[config.mk]
export PLATFORM = sky130hd
export DESIGN_NAME = chk_arr
export DESIGN_NICKNAME = d
export VERILOG_FILES = /design/src/rtl/chk_arr.sv
export SDC_FILE = /design/constraint.sdc
export NUM_CORES = 1
export LEC_CHECK = 0
export CORE_ASPECT_RATIO = 1.1
export CORE_MARGIN = 10
export CORE_UTILIZATION = 53
export CTS_CLUSTER_SIZE = 10
export DETAILED_ROUTE_END_ITERATION = 8
export PLACE_DENSITY = 0.84
export SLEW_MARGIN = 25
export SYNTH_ARGS = -nofsm -noshare
export SYNTH_HDL_FRONTEND = slang
export SYNTH_SLANG_ARGS = --single-unit
[constraint.sdc]
create_clock -name clk -period 3.5 [get_ports clk]
set_clock_uncertainty 0.1 [all_clocks]
set_input_delay 0.7 -clock clk [delete_from_list [all_inputs] [get_ports clk]]
set_output_delay 0.7 -clock clk [all_outputs]
set_load 0.05 [all_outputs]
[src/rtl/chk_arr.sv]
// chk_arr: snapshot-and-scan comparator for a packed array of channels.
// On an accepted check request the observed (sig) and reference (rfr)
// arrays are captured, then one channel is compared per clock, in order
// 0..CHANNELS-1. Completion is flagged with a one-cycle done pulse, and
// pass, err_count, err_valid and first_err are held until the next
// accepted request.
// Optional feature: define CHK_ARR_MASK_EN to add a per-channel mask port.
// A masked channel is excluded from counting. The mask is captured
// together with sig and rfr.
module chk_arr #(
    parameter int unsigned WIDTH    = 4,
    parameter int unsigned CHANNELS = 6,
    localparam int unsigned IDXW    = (CHANNELS > 1) ? $clog2(CHANNELS) : 1,
    localparam int unsigned CNTW    = $clog2(CHANNELS + 1)
) (
    input  logic                        clk,
    input  logic                        reset,
    input  logic                        check,
    input  logic [CHANNELS*WIDTH-1:0]   sig,
    input  logic [CHANNELS*WIDTH-1:0]   rfr,
`ifdef CHK_ARR_MASK_EN
    input  logic [CHANNELS-1:0]         mask,
`endif
    output logic                        busy,
    output logic                        done,
    output logic                        pass,
    output logic [CNTW-1:0]             err_count,
    output logic                        err_valid,
    output logic [IDXW-1:0]             first_err
);

    localparam int unsigned DW = CHANNELS * WIDTH;

    typedef enum logic [1:0] {
        IDLE = 2'd0,
        SCAN = 2'd1,
        DONE = 2'd2
    } state_t;

    state_t            state, state_d;
    logic [DW-1:0]     sig_q, sig_d;
    logic [DW-1:0]     rfr_q, rfr_d;
    logic [IDXW-1:0]   idx, idx_d;
    logic [CNTW-1:0]   cnt_d;
    logic              valid_d;
    logic [IDXW-1:0]   first_d;
    logic              pass_d;
    logic              busy_d;
    logic              done_d;
    logic              hit_c;
    logic              last_c;
    logic [CHANNELS-1:0] mask_q, mask_d;

    // Channel under comparison this cycle and whether it counts as a mismatch
    always_comb begin
        hit_c  = (sig_q[idx * WIDTH +: WIDTH] != rfr_q[idx * WIDTH +: WIDTH])
                 && !mask_q[idx];
        last_c = (idx == IDXW'(CHANNELS - 1));
    end

    // Next-state and next-output logic
    always_comb begin
        state_d = state;
        sig_d   = sig_q;
        rfr_d   = rfr_q;
        mask_d  = mask_q;
        idx_d   = idx;
        cnt_d   = err_count;
        valid_d = err_valid;
        first_d = first_err;
        pass_d  = pass;
        busy_d  = 1'b0;
        done_d  = 1'b0;

        case (state)
            IDLE, DONE: begin
                if (check) begin
                    sig_d   = sig;
                    rfr_d   = rfr;
`ifdef CHK_ARR_MASK_EN
                    mask_d  = mask;
`else
                    mask_d  = '0;
`endif
                    idx_d   = '0;
                    cnt_d   = '0;
                    valid_d = 1'b0;
                    first_d = '0;
                    pass_d  = 1'b0;
                    busy_d  = 1'b1;
                    state_d = SCAN;
                end else begin
                    state_d = IDLE;
                end
            end
            SCAN: begin
                busy_d = 1'b1;
                if (hit_c) begin
                    // err_count saturates at CHANNELS; it cannot wrap
                    if (err_count != CNTW'(CHANNELS)) begin
                        cnt_d = err_count + CNTW'(1);
                    end
                    if (!err_valid) begin
                        valid_d = 1'b1;
                        first_d = idx;
                    end
                end
                if (last_c) begin
                    state_d = DONE;
                    busy_d  = 1'b0;
                    done_d  = 1'b1;
                    pass_d  = (cnt_d == '0);
                end else begin
                    idx_d = idx + IDXW'(1);
                end
            end
            default: begin
                state_d = IDLE;
            end
        endcase
    end

    // State, snapshot and output registers; reset wins over any request
    always_ff @(posedge clk) begin
        if (reset) begin
            state     <= IDLE;
            sig_q     <= '0;
            rfr_q     <= '0;
            mask_q    <= '0;
            idx       <= '0;
            err_count <= '0;
            err_valid <= 1'b0;
            first_err <= '0;
            pass      <= 1'b0;
            busy      <= 1'b0;
            done      <= 1'b0;
        end else begin
            state     <= state_d;
            sig_q     <= sig_d;
            rfr_q     <= rfr_d;
            mask_q    <= mask_d;
            idx       <= idx_d;
            err_count <= cnt_d;
            err_valid <= valid_d;
            first_err <= first_d;
            pass      <= pass_d;
            busy      <= busy_d;
            done      <= done_d;
        end
    end

endmodule

**Word-level counts from Yosys, hierarchy flattened**

Memories as Yosys holds them, arrays and structs flattened. A register that Yosys moved wholly into a read port is not among the register bits.
Index checks and enable logic that the tools add are counted.

- Flip-flop bits (word level): 63
- Output and inout bits: 10
- Input bits: 51
- Word-level logic and storage cells: 65
- Memory bits (read-only): 8
- Memories kept: 1

- $add $sub $neg: 2
- Shift-type cells: 2
- Bitwise gates (word level): 1
- $lt $le $gt $ge: 1
- Equality and inequality tests: 10
- Mux-type cells: 25
- Reduce and logical (&&, ||, !) cells: 13

Memory list:

| name | depth | bits a word | read ports | clocked after Yosys merged registers in | write ports | RTL line | source |
|---|---|---|---|---|---|---|---|
| (no name shown) | 8 | 1 | 1 | 1 | 0 | 57 | `&& !mask_q[idx];` |

Operator list:

| kind | count |
|---|---|
| indexed part select 24 x 6 -> 4 bit | 2 |
| two-way mux 3 bit | 9 |
| case mux 3 bit (2 select lines) | 3 |
| != test 2 bit, second input constant | 5 |
| AND reduction 3 bit | 3 |
| two-way mux 1 bit | 8 |
| adder 3 x 1 -> 3 bit, second input constant | 2 |
| case mux 1 bit (2 select lines) | 3 |
| less-than comparator 3 x 4 -> 1 bit, second input constant | 1 |
| != test 4 bit | 1 |
| case mux 2 bit (2 select lines) | 1 |
| AND reduction 2 bit | 2 |
| AND reduction 4 bit | 1 |
| OR reduction 2 bit | 2 |
| == test 3 bit, second input constant | 1 |
| zero test 3 bit | 1 |
| != test 3 bit, second input constant | 1 |
| == test 2 x 1 -> 1 bit, second input constant | 1 |
| == test 2 bit, second input constant | 1 |
| zero test 2 bit | 1 |
| two-way mux 2 bit | 1 |
| nonzero test 2 bit | 1 |
| logical AND 1 bit | 1 |
| zero test 1 bit | 1 |
| inverter 1 bit | 1 |

**Depth between registers and ports, before layout**

Gate-level depths: netlist of the first run.

- Depth in word-level cells: 9
- Mapped depth: 8
- Depth with buffers taken out: 7

**Least setup slack after synthesis of the first run**

Ideal clock, no wire load.

- Path type: reg-to-reg
- Start point: reg idx[0]
- End point: reg err_count[1]
- Buffers on the path: 1
- Clock period less this slack: 2330 ps
- Setup slack: 1170 ps
- Setup time: 65 ps
- Data arrival time: 2165 ps
- Stages on the path, launching flop included: 9
- Cell sequence: dfxtp_1 buf_6 mux4_2 xor2_1 nor3_2 o2bb2ai_2 a211oi_1 mux2_2 nor2_1

- Longest elaborated chain between the ends: 6
- Elaborated cells between the ends (all ways): 7
- Classes of those cells: eq/ne (1); shift (2); mux (3); reduce/logical (1)

RTL lines:

| item | RTL line | source |
|---|---|---|
| start: declaration | 43 | `logic [IDXW-1:0] idx, idx_d;` |
| start signal: assignment | 142 | `idx <= idx_d;` |
| indexed part select 24 x 6 -> 4 bit | 56 | `hit_c = (sig_q[idx * WIDTH +: WIDTH] != rfr_q[idx * WIDTH +: WIDTH])` |
| != test 4 bit (*) | 56 |  |
| logical AND 1 bit (*) | 57 |  |
| two-way mux 3 bit (*) | 98 | `if (hit_c) begin` |
| two-way mux 3 bit (*) | 75 | `case (state)` |
| case mux 3 bit (2 select lines) (*) | 75 |  |
| end signal: assignment | 143 | `err_count <= cnt_d;` |
| end: declaration | 27 | `output logic [CNTW-1:0] err_count,` |

Every way passes the cells marked *; elsewhere a longest branch is shown, timed or not. The select of a mux whose other input is x is not followed.
A chain may end at the register's enable or synchronous reset.

**Worst setup path in the final report of the first run**

Same ends and word-level chain as after synthesis.

==> results of run 1 <==
[power by group through the flow]
stage	Combinational, mW	Sequential (mW)	Clock, mW
after CTS	0.258	0.788	0.613
after floorplan	0.154	0.808	0
final	0.256	0.788	0.601
after global routing	0.283	0.792	0.645
after global placement	0.251	0.802	0
after detailed placement	0.257	0.804	0
[how the worst max path moves through the flow]
stage	startpoint	endpoint	slack, ns	depth (start not counted)
final	idx[0]$_SDFFE_PP0P_	err_count[1]$_SDFFE_PP0P_	0.69	7
after global routing	idx[0]$_SDFFE_PP0P_	err_count[1]$_SDFFE_PP0P_	0.52	7
after CTS	idx[0]$_SDFFE_PP0P_	err_count[1]$_SDFFE_PP0P_	0.66	7
after detailed placement	idx[0]$_SDFFE_PP0P_	err_count[1]$_SDFFE_PP0P_	0.69	7
after global placement	idx[0]$_SDFFE_PP0P_	err_count[1]$_SDFFE_PP0P_	0.86	7
after floorplan	idx[0]$_SDFFE_PP0P_	err_count[1]$_SDFFE_PP0P_	1.17	8
[cell usage after synthesis (all sizes together)]
| cell | count |
|---|---|
| nor4b | 1 |
| mux2 | 1 |
| a31oi | 1 |
| mux4 | 6 |
| dfxtp | 63 |
| xnor2 | 1 |
| nand3 | 1 |
| a22oi | 1 |
| nor2 | 10 |
| o2bb2ai | 1 |
| a21oi | 55 |
| xor2 | 17 |
| a311oi | 1 |
| nand2 | 103 |
| nand2b | 3 |
| a211oi | 1 |
| clkbuf | 14 |
| a2111oi | 2 |
| inv | 3 |
| a31o | 1 |
| ha | 4 |
| nor4 | 2 |
| nor3 | 4 |
| buf | 7 |
| nor2b | 3 |
| or2 | 3 |
| o21ai | 2 |
| a22o | 3 |
| mux2i | 4 |
[cells by family after synthesis]
logic type | share of synthesized area
AND/OR/NAND/NOR | 0.198
AO/OA/AOI/OAI | 0.145
flip-flops | 0.469
buffers and inverters | 0.0372
XOR/XNOR | 0.0587
multiplexers | 0.0736
adder cells (fa/ha/maj) | 0.0186
[per-layer routing]
layer	track usage	up-vias	wire length (µm)
li1	-	1170	-
met1	0.175	1055	2530
met2	0.245	56	3040
met3	0.0534	11	395
met4	0.0731	0	136
met5	0	-	0
[through the flow]
stage	total power, mW	utilization	worst slack (ns)	hold WS, ns	cells
floorplan	0.962	-	1.17	0.332	318
finish	1.65	0.702	0.688	0.360	434
CTS	1.66	0.702	0.664	0.360	434
global route	1.72	0.702	0.519	0.380	434
detailed placement	1.06	0.664	0.687	0.351	418
global placement	1.05	0.664	0.862	0.347	418
[worst min-delay path, stage by stage, from the launching register on]
cell and delay, ns:
dfxtp_1 0.31, nand2_1 0.05, a21oi_1 0.05
[area by class of cell]
cell class,count,area [µm²]
sequential,63,1260
fill,398,1480
multi-input combinational,231,1340
timing repair buffer,63,618
inverter,3,11.3
tap,58,72.6
clock buffer,10,128
clock inverter,6,61.3
[state kept, by name (all words and copies together) (netlist names)]
| signal | count |
|---|---|
| err_valid | 1 |
| state | 2 |
| rfr_q | 24 |
| done | 1 |
| sig_q | 24 |
| idx | 3 |
| first_err | 3 |
| err_count | 3 |
| pass | 1 |
| busy | 1 |
==> flow_summary.yaml, run 1 <==
cts:
  cts_hold_buffers: 0
  clk_path_buf_depth: 2
  clock-sinks: 63
  cts_resized: 0
  cts_setup_buffers: 0
  cts_tree: "yes"
  clk_pin_slew_ns: 0.07
  ctsHtreeMaxLevel: 3
  cts_inserted_buffers: 9
  clock_latency_ns: 0.34
  clockRootBuffer: "clkbuf_8"
worst_setup_path:
  reg2reg_from: "idx[0]$_SDFFE_PP0P_"
  cp_top_family: "multiplexers"
  worstPathCellList: "mux4_1, xor2_1, nor3_2, o2bb2ai_2, a211oi_1, mux2_2, nor2_1"
  worst_r2r_endpoint: "err_count[1]$_SDFFE_PP0P_"
  required_ns: 3.67
  cp.arrival_ns: 2.98
  r2r_cells: 7
  crit_fanout: 14
  start_kind: "flop"
  critPathKind: "flop to flop"
  r2r_setup_slack_ns: 0.69
  end_kind: "flop"
  slowest_delay_ns: 0.68
  crit_path_top_delay_cell: "dfxtp_1"
  cp_num_buf_inv: 0
job:
  maxCapViolCount: 0
timing:
  rsz0062_at_grt: "false"
  max_freq_ghz: 0.356
  slew_violations: 0
  finalCritPeriodShare: 0.803
  layout_min_cycle_time_ns: 2.81
  relSlewSlack: 0.536
  fin_tns_setup_ns: 0
  worst_slew_pin_slew_ns: 0.697
  setup_viol: 0
  hold_viol_final: 0
cells_and_area:
  drive_gt1_frac: 0.0824
  design_area_um2: 3490
  nets: 426
  final_cell_mix: "nand2_1 (103), dfxtp_1 (63), clkdlybuf4s50_1 (59)"
  syn_to_final_growth_pct: 29.8
  final_common_cell: "nand2_1"
  antenna_cells: 0
grt:
  grt_pass1_vias: 2203
  grt_max_degree: 40
  grt_pass1_wl_um: 9930
  grt_overflow_total: 0
  grt_use_total: 0.152
  antenna_found_initial: 0
power_and_ir_drop:
  switching_share: 0.264
  p_per_area_nw_per_um2: 472
  seqPwrFrac: 0.479
  leakagePower_nw: 1.38
  peakVddDrop_mv: 0.264
  switchingPower_mw: 0.434
  p_int_mw: 1.21
  pwr-share-clk: 0.365
  power_frac_comb: 0.156
routing:
  drtAntennaViolNets: 0
  drc: 0
  wl_per_cell_um: 14.1
  vias: 2292
  drtIter0Drc: 128
  drtPass1Iterations: 4
  wirelength_um: 6110
  routed_via_density: 5.28
die:
  die_w_um: 87.9
  initial_core_util: 0.541
  core_um2: 4970
  die-area_um2: 8320
  rows: 27
  num_io_pins: 61
  die_h_um: 94.7
placed_design:
  gp_congestion: 0.801
  dp_hpwl_um: 4490
  place_area_um2: 3300
  port-buffer-count: 60
logic_synthesis:
  syn_nets: 373
  synth_cell_types: 35
  ys_ff_latch: 63
  yosys_warnings: 0
  ys_seq_area_frac: 0.469
  synth_area_per_cell_um2: 8.45
  synth_area_leaders: "dfxtp_1 (47%), nand2_1 (14%), a21oi_1 (10%), xor2_1 (5.5%), mux4_1 (2.9%)"
  synthCells: 318
  yosysTopAreaCellShare: 0.469
  yosys.area.top_type: "dfxtp_1"
  synth_area_um2: 2690
hold_path:
  holdPathEnd: "sig_q[9]$_SDFFE_PP0P_"
  holdPathStages: 2
  hp-start: "sig_q[9]$_SDFFE_PP0P_"
  hold_class: "flop to flop"
status:
  status: "finished, final reports clean"
(Power assumes the default switching activity.)
==> run 2, diff against run 1 <==
--- a/config.mk
+++ b/config.mk
@@ -7,10 +7,10 @@
 export LEC_CHECK = 0
 export CORE_ASPECT_RATIO = 1.1
 export CORE_MARGIN = 10
-export CORE_UTILIZATION = 53
+export CORE_UTILIZATION = 50
 export CTS_CLUSTER_SIZE = 10
 export DETAILED_ROUTE_END_ITERATION = 8
-export PLACE_DENSITY = 0.84
+export PLACE_DENSITY = 0.8
 export SLEW_MARGIN = 25
 export SYNTH_ARGS = -nofsm -noshare
 export SYNTH_HDL_FRONTEND = slang
==> constraint.sdc (replaced) <==
create_clock -name clk -period 2.75 [get_ports clk]
set_clock_uncertainty 0.1 [all_clocks]
set_input_delay 0.55 -clock clk [delete_from_list [all_inputs] [get_ports clk]]
set_output_delay 0.55 -clock clk [all_outputs]
set_load 0.05 [all_outputs]
==> flow_summary.yaml, run 2 (synthesis gave the netlist of run 1 again) <==
status:
  status: "finished, final reports clean"
routing:
  routed_via_density: 5.01
  drtPass1Iterations: 4
  drtIter0Drc: 119
  wl_per_cell_um: 13.8
  drc: 0
  drtAntennaViolNets: 0
  wirelength_um: 6230
  vias: 2261
  wirelength_met1_um: 2770
  wl_met2_um: 3000
  met3WireLength_um: 350
  dr.max_layer_used: "met4"
die:
  die-area_um2: 8710
  die_w_um: 89.9
  core_um2: 5100
  num_io_pins: 61
  die_h_um: 96.9
  initial_core_util: 0.527
  rows: 27
timing:
  finalCritPeriodShare: 0.918
  relSlewSlack: 0.586
  rsz0062_at_grt: "false"
  max_freq_ghz: 0.396
  worst_slew_pin_slew_ns: 0.622
  hold_slack_ns: 0.358
  fin_ws_ns: 0.227
  hold_viol_final: 0
  setup_viol: 0
  slew_violations: 0
  layout_min_cycle_time_ns: 2.52
  fin_tns_setup_ns: 0
placed_design:
  port-buffer-count: 60
  gp_congestion: 0.777
  pre_cts_ws_ns: 0.191
  dp_hpwl_um: 4580
  place_inst: 435
cells_and_area:
  drive_gt1_frac: 0.0871
  fin_cells: 451
  fill_cells: 456
  final_cell_mix: "nand2_1 (103), dfxtp_1 (63), clkdlybuf4s50_1 (59)"
  fin_util: 0.689
  reg_top3: "rfr_q x24, sig_q x24"
  antenna_cells: 0
  syn_to_final_growth_pct: 30.8
  final_common_cell: "nand2_1"
  nets: 429
worst_setup_path:
  required_ns: 2.89
  slowest_delay_ns: 0.63
  critPathKind: "flop to flop"
  cp_num_buf_inv: 0
  crit_fanout: 7
  worstPathCellList: "mux4_1, xor2_1, nor3_2, o2bb2ai_2, or2_1, nor3_1, a2111oi_2"
  end_kind: "flop"
  cp.arrival_ns: 2.66
  crit_path_top_delay_cell: "mux4_1"
  start_kind: "flop"
  cp_top_family: "multiplexers"
cts:
  cts_hold_buffers: 0
  cts_tree: "yes"
  clock-sinks: 63
  cts_inserted_buffers: 9
  clk_pin_slew_ns: 0.07
  cts_setup_buffers: 0
  clockRootBuffer: "clkbuf_8"
  ctsHtreeMaxLevel: 3
  clock_latency_ns: 0.34
  clk_path_buf_depth: 2
  cts_resized: 0
grt:
  grt_pass1_vias: 2209
  grt_use_total: 0.145
  grt_pass1_wl_um: 10500
  grt_max_degree: 34
  antenna_found_initial: 0
  grt_overflow_total: 0
power_and_ir_drop:
  p_per_area_nw_per_um2: 571
  peakVddDrop_mv: 0.309
  leakagePower_nw: 1.38
job:
  maxCapViolCount: 0
hold_path:
  hold_class: "flop to flop"
==> run 2: changes by cell type in the layout (fill, tap and decap cells not counted), sizes merged <==
cell	change
buf	+3
clkbuf	+2
bufinv	-1
clkinv	-1
==> run 2: per-stage QoR <==
step | area, µm² | power (mW)
after CTS | 3510 | 2.02
final | 3510 | 2.01
after global routing | 3510 | 2.10
after detailed placement | 3350 | 1.36
after floorplan | 2690 | 1.22
after global placement | 3350 | 1.35
==> run 2: power by group <==
part	internal (mW)	total, mW	switching (mW)	leakage (nW)
clock network	0.323	0.665	0.342	0.0801
registers	0.964	1.00	0.0370	0.516
logic	0.171	0.340	0.169	0.786
total	1.46	2.01	0.548	1.38
==> run 2: worst min-delay path: cells and delay by family (launching register included) <==
family          cells  cell delay, ns
simple gates        1            0.05
compound gates      1            0.05
flops               1            0.31
==> run 2: area by class of cell <==
cell class / instances / area (µm²) / area share
Sequential cell: 63 / 1260 / 0.359
Timing Repair Buffer: 66 / 653 / 0.186
Inverter: 3 / 11.3 / 0.00320
Clock inverter: 4 / 22.5 / 0.00641
Multi-Input combinational cell: 231 / 1340 / 0.382
Clock buffer: 12 / 135 / 0.0384
Tap cell: 72 / 90.1 / 0.0256
==> run 2: worst paths after layout <==
| check | slack [ns] | endpoint | startpoint | cells past startpoint |
|---|---|---|---|---|
| worst max register to register | 0.23 | err_count[2]$_SDFFE_PP0P_ | idx[0]$_SDFFE_PP0P_ | 7 |
| worst min register to register | 0.36 | sig_q[5]$_SDFFE_PP0P_ | sig_q[5]$_SDFFE_PP0P_ | 2 |
| worst max-delay path | 0.23 | err_count[2]$_SDFFE_PP0P_ | idx[0]$_SDFFE_PP0P_ | 7 |
| worst min-delay path | 0.36 | sig_q[5]$_SDFFE_PP0P_ | sig_q[5]$_SDFFE_PP0P_ | 2 |
==> run 2: routing by layer <==
metal | track usage | up-vias
met3 | 0.0486 | 10
met4 | 0.0730 | 0
met1 | 0.174 | 1011
met2 | 0.225 | 66
li1 | - | 1174
met5 | 0 | -
